$ cat config.mk
export PLATFORM = sky130hd
export DESIGN_NAME = line_abs_sum_ctrl
export DESIGN_NICKNAME = d
export VERILOG_FILES = /design/src/rtl/line_abs_sum_ctrl_pkg.sv /design/src/rtl/LineAbsSumCalc.sv /design/src/rtl/line_abs_sum_ctrl.sv
export SDC_FILE = /design/constraint.sdc
export NUM_CORES = 1
export LEC_CHECK = 0
export ABC_CLOCK_PERIOD_IN_PS = 24100
export CAP_MARGIN = 20
export CORE_ASPECT_RATIO = 1.1
export CORE_MARGIN = 2
export CORE_UTILIZATION = 60
export DETAILED_ROUTE_END_ITERATION = 6
export GPL_ROUTABILITY_DRIVEN = 0
export PLACE_DENSITY = 0.89
export SLEW_MARGIN = 15
export SYNTH_ARGS = -nofsm -noshare
export SYNTH_HDL_FRONTEND = slang
export SYNTH_HIERARCHICAL = 1
export SYNTH_SLANG_ARGS = --single-unit
$ cat constraint.sdc
create_clock -name clk -period 24.1 [get_ports clk]
set_input_delay 3.615 -clock clk [delete_from_list [all_inputs] [get_ports clk]]
set_output_delay 3.615 -clock clk [all_outputs]
set_load 0.03 [all_outputs]
$ cat src/rtl/line_abs_sum_ctrl_pkg.sv
// Shared detection-line constants, controller state encoding and the
// accumulator saturation helper.
package line_abs_sum_ctrl_pkg;

  localparam int PERIOD_W           = 128;
  localparam int SAMPLE_W           = 8;
  localparam int SUM_W              = 32;
  localparam int SAMPLES_PER_PERIOD = 16;

  localparam logic [SUM_W-1:0] SUM_MAX = 32'h7FFF_FFFF;

  typedef enum logic [1:0] {
    IDLE  = 2'd0,
    ACCUM = 2'd1,
    HOLD  = 2'd2
  } state_t;

  // Clamp a widened running sum to the largest positive signed 32-bit value.
  function automatic logic [SUM_W-1:0] saturate(input logic [SUM_W:0] wide);
    return (wide > {1'b0, SUM_MAX}) ? SUM_MAX : wide[SUM_W-1:0];
  endfunction

endpackage

$ cat src/rtl/LineAbsSumCalc.sv
// Combinational datapath: |CurAbsSum| plus the absolute values of the
// sixteen signed samples of one period.
module LineAbsSumCalc
  import line_abs_sum_ctrl_pkg::*;
(
  input  logic [PERIOD_W-1:0]     Period,
  input  logic signed [SUM_W-1:0] CurAbsSum,
  output logic [SUM_W-1:0]        UpdatedAbsSum
);

  logic [SAMPLE_W-1:0] sample;
  logic [SAMPLE_W-1:0] mag;
  logic [SUM_W-1:0]    beat_sum;
  logic [SUM_W-1:0]    cur_mag;

  // Magnitudes are kept unsigned, so -128 (0x80) reads back as +128 and
  // |CurAbsSum| never exceeds 2^31; the 32-bit result therefore cannot wrap.
  always_comb begin
    // NOTE: every variable gets a default before any branch so no latch is inferred.
    sample   = '0;
    mag      = '0;
    beat_sum = '0;
    for (int i = 0; i < SAMPLES_PER_PERIOD; i++) begin
      sample   = Period[i*SAMPLE_W +: SAMPLE_W];
      mag      = sample[SAMPLE_W-1] ? (~sample + SAMPLE_W'(1)) : sample;
      beat_sum = beat_sum + SUM_W'(mag);
    end
    cur_mag       = CurAbsSum[SUM_W-1] ? (~CurAbsSum + SUM_W'(1)) : CurAbsSum;
    UpdatedAbsSum = cur_mag + beat_sum;
  end

endmodule

$ cat src/rtl/line_abs_sum_ctrl.sv
// Line absolute-sum sequencing controller: accumulates BEATS_PER_LINE periods
// per line, presents the saturated sum with a threshold flag, tracks frame position.
module line_abs_sum_ctrl
  import line_abs_sum_ctrl_pkg::*;
#(
  parameter int BEATS_PER_LINE  = 40,
  parameter int LINES_PER_FRAME = 480
) (
  input  logic                    clk,
  input  logic                    rst,
  input  logic                    clear,
  input  logic                    in_valid,
  output logic                    in_ready,
  input  logic [PERIOD_W-1:0]     in_data,
  input  logic signed [SUM_W-1:0] threshold,
  output logic                    sum_valid,
  input  logic                    sum_ready,
  output logic [SUM_W-1:0]        sum_data,
  output logic                    sum_over,
  output logic [15:0]             line_idx,
  output logic                    frame_done
);

  localparam logic [15:0] LAST_BEAT = 16'(BEATS_PER_LINE - 1);
  localparam logic [15:0] LAST_LINE = 16'(LINES_PER_FRAME - 1);

  state_t                  state_q, state_d;
  logic [SUM_W-1:0]        acc_q, acc_d;
  logic [15:0]             beat_cnt_q, beat_cnt_d;
  logic [15:0]             line_idx_q, line_idx_d;
  logic signed [SUM_W-1:0] thr_q, thr_d;
  logic                    in_ready_q;
  logic                    frame_done_q, frame_done_d;

  logic signed [SUM_W-1:0] calc_cur;
  logic [SUM_W-1:0]        calc_upd;
  logic [SUM_W-1:0]        acc_step;
  logic                    beat_fire;
  logic                    sum_fire;

  // A new line starts from zero, so only ACCUM feeds the running sum back.
  assign calc_cur = (state_q == ACCUM) ? $signed(acc_q) : '0;

  LineAbsSumCalc u_calc (
    .Period        (in_data),
    .CurAbsSum     (calc_cur),
    .UpdatedAbsSum (calc_upd)
  );

  assign acc_step  = saturate({1'b0, calc_upd});
  assign beat_fire = in_valid && in_ready_q && !clear;
  assign sum_fire  = (state_q == HOLD) && sum_ready && !clear;

  always_comb begin
    state_d      = state_q;
    acc_d        = acc_q;
    beat_cnt_d   = beat_cnt_q;
    line_idx_d   = line_idx_q;
    thr_d        = thr_q;
    frame_done_d = 1'b0;

    if (clear) begin
      state_d    = IDLE;
      acc_d      = '0;
      beat_cnt_d = '0;
      line_idx_d = '0;
    end else begin
      case (state_q)
        IDLE: begin
          if (beat_fire) begin
            thr_d      = threshold;
            acc_d      = acc_step;
            beat_cnt_d = 16'd1;
            state_d    = (BEATS_PER_LINE == 1) ? HOLD : ACCUM;
          end
        end
        ACCUM: begin
          if (beat_fire) begin
            acc_d      = acc_step;
            beat_cnt_d = beat_cnt_q + 16'd1;
            if (beat_cnt_q == LAST_BEAT) state_d = HOLD;
          end
        end
        HOLD: begin
          if (sum_fire) begin
            line_idx_d   = (line_idx_q == LAST_LINE) ? 16'd0 : line_idx_q + 16'd1;
            frame_done_d = (line_idx_q == LAST_LINE);
            acc_d        = '0;
            beat_cnt_d   = '0;
            state_d      = IDLE;
          end
        end
        default: state_d = IDLE;
      endcase
    end
  end

  // NOTE: sequential state uses non-blocking assignments so every register
  // samples the pre-edge values of the others.
  always_ff @(posedge clk or posedge rst) begin
    if (rst) begin
      state_q      <= IDLE;
      acc_q        <= '0;
      beat_cnt_q   <= '0;
      line_idx_q   <= '0;
      thr_q        <= '0;
      in_ready_q   <= 1'b0;
      frame_done_q <= 1'b0;
    end else begin
      state_q      <= state_d;
      acc_q        <= acc_d;
      beat_cnt_q   <= beat_cnt_d;
      line_idx_q   <= line_idx_d;
      thr_q        <= thr_d;
      in_ready_q   <= (state_d != HOLD);
      frame_done_q <= frame_done_d;
    end
  end

  assign in_ready   = in_ready_q;
  assign sum_valid  = (state_q == HOLD);
  assign sum_data   = sum_valid ? acc_q : '0;
  assign sum_over   = sum_valid && ($signed(acc_q) > thr_q);
  assign line_idx   = line_idx_q;
  assign frame_done = frame_done_q;

endmodule

## Word-level counts from Yosys, hierarchy flattened

Index checks and enable logic that the tools add are counted.

- Register bits: 100
- Latch bits: 0
- RAM bits: 0
- Memory bits (read-only): 0
- Bits of input ports: 165
- Output and inout bits: 52
- Logic and storage cells: 129
- Memories: 0

- Add/subtract/negate cells: 35
- Multiply operators: 0
- Divide/modulo/power cells: 0
- $lt $le $gt $ge: 2
- Equality and inequality tests: 9
- Shift-type cells: 0
- Mux-type cells: 42
- Bitwise gates (word level): 18
- Reductions and logical operators: 16

Operator list:

| cell | count |
|---|---|
| adder 32 x 8 -> 32 bit | 14 |
| two-way mux 32 bit | 7 |
| adder 8 x 1 -> 8 bit (second input constant) | 16 |
| two-way mux 16 bit | 8 |
| two-way mux 8 bit | 16 |
| inverter 8 bit | 16 |
| one-hot mux 32 bit (2 select lines) | 1 |
| one-hot mux 16 bit (3 select lines) | 1 |
| adder 16 x 1 -> 16 bit (second input constant) | 2 |
| adder 32 x 2 -> 32 bit (second input constant) | 1 |
| adder 32 bit | 1 |
| > comparator 32 x 31 -> 1 bit (second input constant) | 1 |
| > comparator 32 bit | 1 |
| inverter 32 bit | 1 |
| equality test 16 x 6 -> 1 bit (second input constant) | 1 |
| equality test 16 x 9 -> 1 bit (second input constant) | 1 |
| two-way mux 2 bit | 5 |
| adder 8 x 8 -> 9 bit | 1 |
| != test 3 bit (second input constant) | 2 |
| one-hot mux 2 bit (3 select lines) | 1 |
| AND reduction 3 bit | 2 |
| logical AND 1 bit | 5 |
| AND reduction 4 bit | 1 |
| nonzero test 2 bit | 2 |
| 13 further kinds | 15 |

## Longest topological paths before layout

- Depth after elaboration: 24
- Gate-level depth with buffers: 41
- Depth with buffers taken out: 38

## Cells and area by module

Netlist, hierarchy kept.

By module, submodules not included:

| module | times used | cells each | area each (um^2) | seq. area each (um^2) |
|---|---|---|---|---|
| LineAbsSumCalc | 1 | 877 | 7200.7 | 0.0 |
| line_abs_sum_ctrl | 1 | 628 | 5726.7 | 2502.4 |

## Worst setup path after synthesis

No wires, ideal clock.

- Path kind: input to register
- Start: in in_data[9]
- End: reg acc_q[10]
- Setup time: 83 ps
- Arrival time: 12109 ps
- Required time: 24017 ps
- Path slack: 11908 ps
- Stages on the path: 36
- Cell sequence: inv_1 ha_1 or3b_2 nand2_1 xnor2_1 fa_1 fa_1 inv_1 fa_1 inv_1 ha_1 o21ai_0 a21boi_0 nor2_1 fa_1 inv_1 fa_1 inv_1 fa_1 fa_1 inv_1 fa_1 inv_1 ha_1 o21ai_0 o21ai_0 a31oi_1 a311oi_1 nand2b_1 or2_0 buf_2 or4_1 o41ai_1 clkbuf_1 nor2_1 o21ai_0

- Word-level cells in the longest chain between the ends: 24

RTL lines:

| what | line | RTL |
|---|---|---|
| start, declared | line_abs_sum_ctrl.sv:14 | `input logic [PERIOD_W-1:0] in_data,` |
| inverter 8 bit | LineAbsSumCalc.sv:25 | `mag = sample[SAMPLE_W-1] ? (~sample + SAMPLE_W'(1)) : sample;` |
| adder 8 x 1 -> 8 bit | LineAbsSumCalc.sv:25 |  |
| two-way mux 8 bit * | LineAbsSumCalc.sv:25 |  |
| adder 8 x 8 -> 9 bit * | LineAbsSumCalc.sv:26 | `beat_sum = beat_sum + SUM_W'(mag);` |
| adder 32 x 8 -> 32 bit * (14 in series) | LineAbsSumCalc.sv:26 |  |
| adder 32 bit * | LineAbsSumCalc.sv:29 | `UpdatedAbsSum = cur_mag + beat_sum;` |
| net calc_upd[31] | line_abs_sum_ctrl.sv:36 | `logic [SUM_W-1:0] calc_upd;` |
| > comparator 32 x 31 -> 1 bit * | line_abs_sum_ctrl_pkg.sv:20 | `return (wide > {1'b0, SUM_MAX}) ? SUM_MAX : wide[SUM_W-1:0];` |
| two-way mux 32 bit * | line_abs_sum_ctrl_pkg.sv:20 |  |
| two-way mux 32 bit * | line_abs_sum_ctrl.sv:70, line_abs_sum_ctrl.sv:78 |  |
| one-hot mux 32 bit (2 select lines) * | line_abs_sum_ctrl.sv:68 | `case (state_q)` |
| two-way mux 32 bit * | line_abs_sum_ctrl.sv:62 | `if (clear) begin` |
| end signal, assigned | line_abs_sum_ctrl.sv:103 | `acc_q <= '0;` |
| end signal, assigned | line_abs_sum_ctrl.sv:111 | `acc_q <= acc_d;` |
| end, declared | line_abs_sum_ctrl.sv:28 | `logic [SUM_W-1:0] acc_q, acc_d;` |

The timed path passes the listed nets; every way through them passes the cells marked *. The select of a mux whose other input is x is not followed.
A chain may end at the register's enable or synchronous reset.

## Final worst setup path

- Start: in in_data[0]
- End: reg acc_q[19]

The elaborated chain is that of the path after synthesis.

==> impl_results.md <==
- Status: finished, final reports clean
- FF-to-FF End: acc_q[19]$_DFFE_PP0P_
- First-pass GRT wire length: 54.0 mm
- Post-CTS Setup Bufs: 0
- Top post-synthesis cells by area: dfrtp_1 19%, fa_1 17%, ha_1 10%
- Initial DRC count: 927
- Die height: 158 um
- Total CTS buffers: 9
- Seq cells post-synth: 100
- Met2 usage: 0.514
- Vias: 11500
- Register area: 0.00250 mm^2
- Maxcap violations: 0
- Clk root buf: clkbuf_16
- Die ar.: 0.0227 mm^2
- Initial antenna violation count: 0
- Mapped Nets: 1886
- Area fraction of the dominant cell type after synthesis: 0.194
- Period utilization: 0.560
- Antenna Violating Nets Remaining: 0
- Worst EP arrival: 13.74 ns
- Worst path buffer plus inverter count: 10
- Post-synthesis async set-or-reset flop share: 1.00
- Synth unique cells: 70
- Wirelength per Cell: 16.7 um
- Met3 usage: 0.0396
- DP Area: 0.0154 mm^2
- CTS tree: yes
- Area of the multi-input gates: 0.00948 mm^2
- Unrepaired setup endpoints after global routing: false
- WP depth: 38
- Ports: 217
- Mapped Area: 0.0129 mm^2
- First-pass DRT Iterations: 5
- Fraction of layout instances using a drive strength above 1: 0.0434
- CTS H-tree lvls: 3
- Avg Cell Area, Syn: 8.59 um^2
- Hold Crit Depth: 1
- R2r setup slk: 15.58 ns
- Crit path max-delay family: adder cells
- Dpl hpwl: 26.8 mm
- Hold Violations, Final: 0
- Largest area contributor in the netlist: dfrtp_1
- Register area share after synthesis: 0.194
- Clock Path Buffers: 2
- Clock Latency Late Sink: 0.35 ns
- Initial Utilization: 0.609
- Post-synth EDFFs: 0
- Crit path kind: primary input to register
- Worst slew pin tran: 1.06 ns
- Startpoint types: primary input
- Gr busiest metal: met2
- DRC: 0
- FMAX: 74.1 MHz
- Critical path's slowest cell: fa_1
- GR Overflow Total: 0
- Kind of end point of the critical path: register
- # resized after CTS: 0
- # port buffers: 216
- Worst path max stage delay: 0.58 ns
- Req. time, crit path: 24.34 ns
- Vias in the first global route: 11700
- Max-slew violations: 0
- HP Start: thr_q[11]$_DFFE_PP0P_
- Most Frequent Cell on Critical Path: fa_1
- Ant diodes: 0
- Synth Instances: 1505
- Max-slew headroom: 0.282
- Setup TNS: 0 ns
- Pin count of the biggest net entering global routing: 69
- Clk sinks: 100
- Routed vias/inst: 5.75
- Final min period: 13.50 ns
- Nets@finish: 2081
- Min-Delay Path Class: register to register
- Post-synth top flop: dfrtp_1
- Met1 Track Usage GR: 0.373
- Crit-path max FO: 21
- Cts hold-fix bufs: 0
- Synth cell count leaders: 215 x inv_1, 145 x nand2_1, 125 x xnor2_1
- Final setup vio count: 0
- Worst-path clk slew: 0.07 ns
- DRT Wirelength: 33.2 mm
- Synthesis warning total: 6
- Standard-cell rows: 56
- Die width: 144 um
- Clock Skew: 0.0111 ns
- Cell area after layout: 0.0157 mm^2
- RR Startpoint: state_q[1]$_DFF_PP0_
- Count leader, synth: inv_1
- Area growth syn-to-layout: 21.4%
- WHS Endpoint: thr_q[11]$_DFFE_PP0P_
- Core Footprint: 0.0212 mm^2
- Fill cell count: 1500
- FF-to-FF path depth: 30
- Total GRT Usage: 0.295
-- per-layer routing --
metal / part of all wire / wire (um)
met1: 0.42 / 13800
met2: 0.49 / 16300
met3: 0.062 / 2070
met4: 0.030 / 1010
met5: 0 / 0
-- placed cells by master (no fill, tap or decap), types with 13 or more instances in the layout --
cell type / instances
o21ai_0: 105
xnor2_1: 125
o41ai_1: 16
and2_1: 67
dfrtp_1: 100
xor2_1: 24
mux2_2: 32
ha_1: 107
nor2_1: 87
or3_1: 29
fa_1: 109
clkdlybuf4s50_1: 216
nand3_1: 22
nor4_1: 16
a21oi_1: 40
inv_1: 214
nand2b_1: 34
nor2b_1: 13
nand2_1: 145
o31ai_1: 32
-- logic make-up (layout without fill, tap and decap cells) --
logic type / Yosys count / in the layout / share of synthesized area
buffers and inverters: 255 / 454 / 0.0750
muxes: 39 / 39 / 0.0333
AOI/OAI and AO/OA: 248 / 248 / 0.120
DFF: 100 / 100 / 0.194
adders and majority gates: 216 / 216 / 0.272
and+or+nand+nor: 498 / 498 / 0.205
xor gates and xnor gates: 149 / 149 / 0.101
-- state kept, by name, indices dropped and copies added (netlist names) --
name,cells
line_idx,16
state_q,2
frame_done,1
acc_q,32
in_ready,1
beat_cnt_q,16
thr_q,32
-- area by class of cell --
cell class                 count  area share
clock buffer                  11      0.0155
clock inverter                 4     0.00470
inverter                     215      0.0515
multi-input combinational   1150       0.604
sequential                   100       0.159
tap                          290      0.0231
timing repair buffer         224       0.142
-- worst max path at each step --
stage | endpoint | slack (ns) | from
floorplan | acc_q[10]$_DFFE_PP0P_ | 11.91 | in_data[9]
global placement | acc_q[19]$_DFFE_PP0P_ | 10.68 | in_data[0]
detailed placement | acc_q[5]$_DFFE_PP0P_ | 10.34 | in_data[0]
CTS | acc_q[19]$_DFFE_PP0P_ | 10.69 | in_data[0]
global route | acc_q[13]$_DFFE_PP0P_ | 9.90 | in_data[0]
finish | acc_q[19]$_DFFE_PP0P_ | 10.60 | in_data[0]
-- per-stage QoR --
stage	std cells	setup WS, ns	util	hold slack (ns)
floorplan	1505	11.91	-	0.451
global placement	1978	10.68	0.724	0.471
detailed placement	1978	10.34	0.724	0.487
CTS	1993	10.69	0.739	0.503
global route	1994	9.90	0.739	0.518
finish	1994	10.60	0.739	0.510
Power is not shown: default switching activity piles up to over one toggle a cycle in this logic, so the estimate is an artifact.
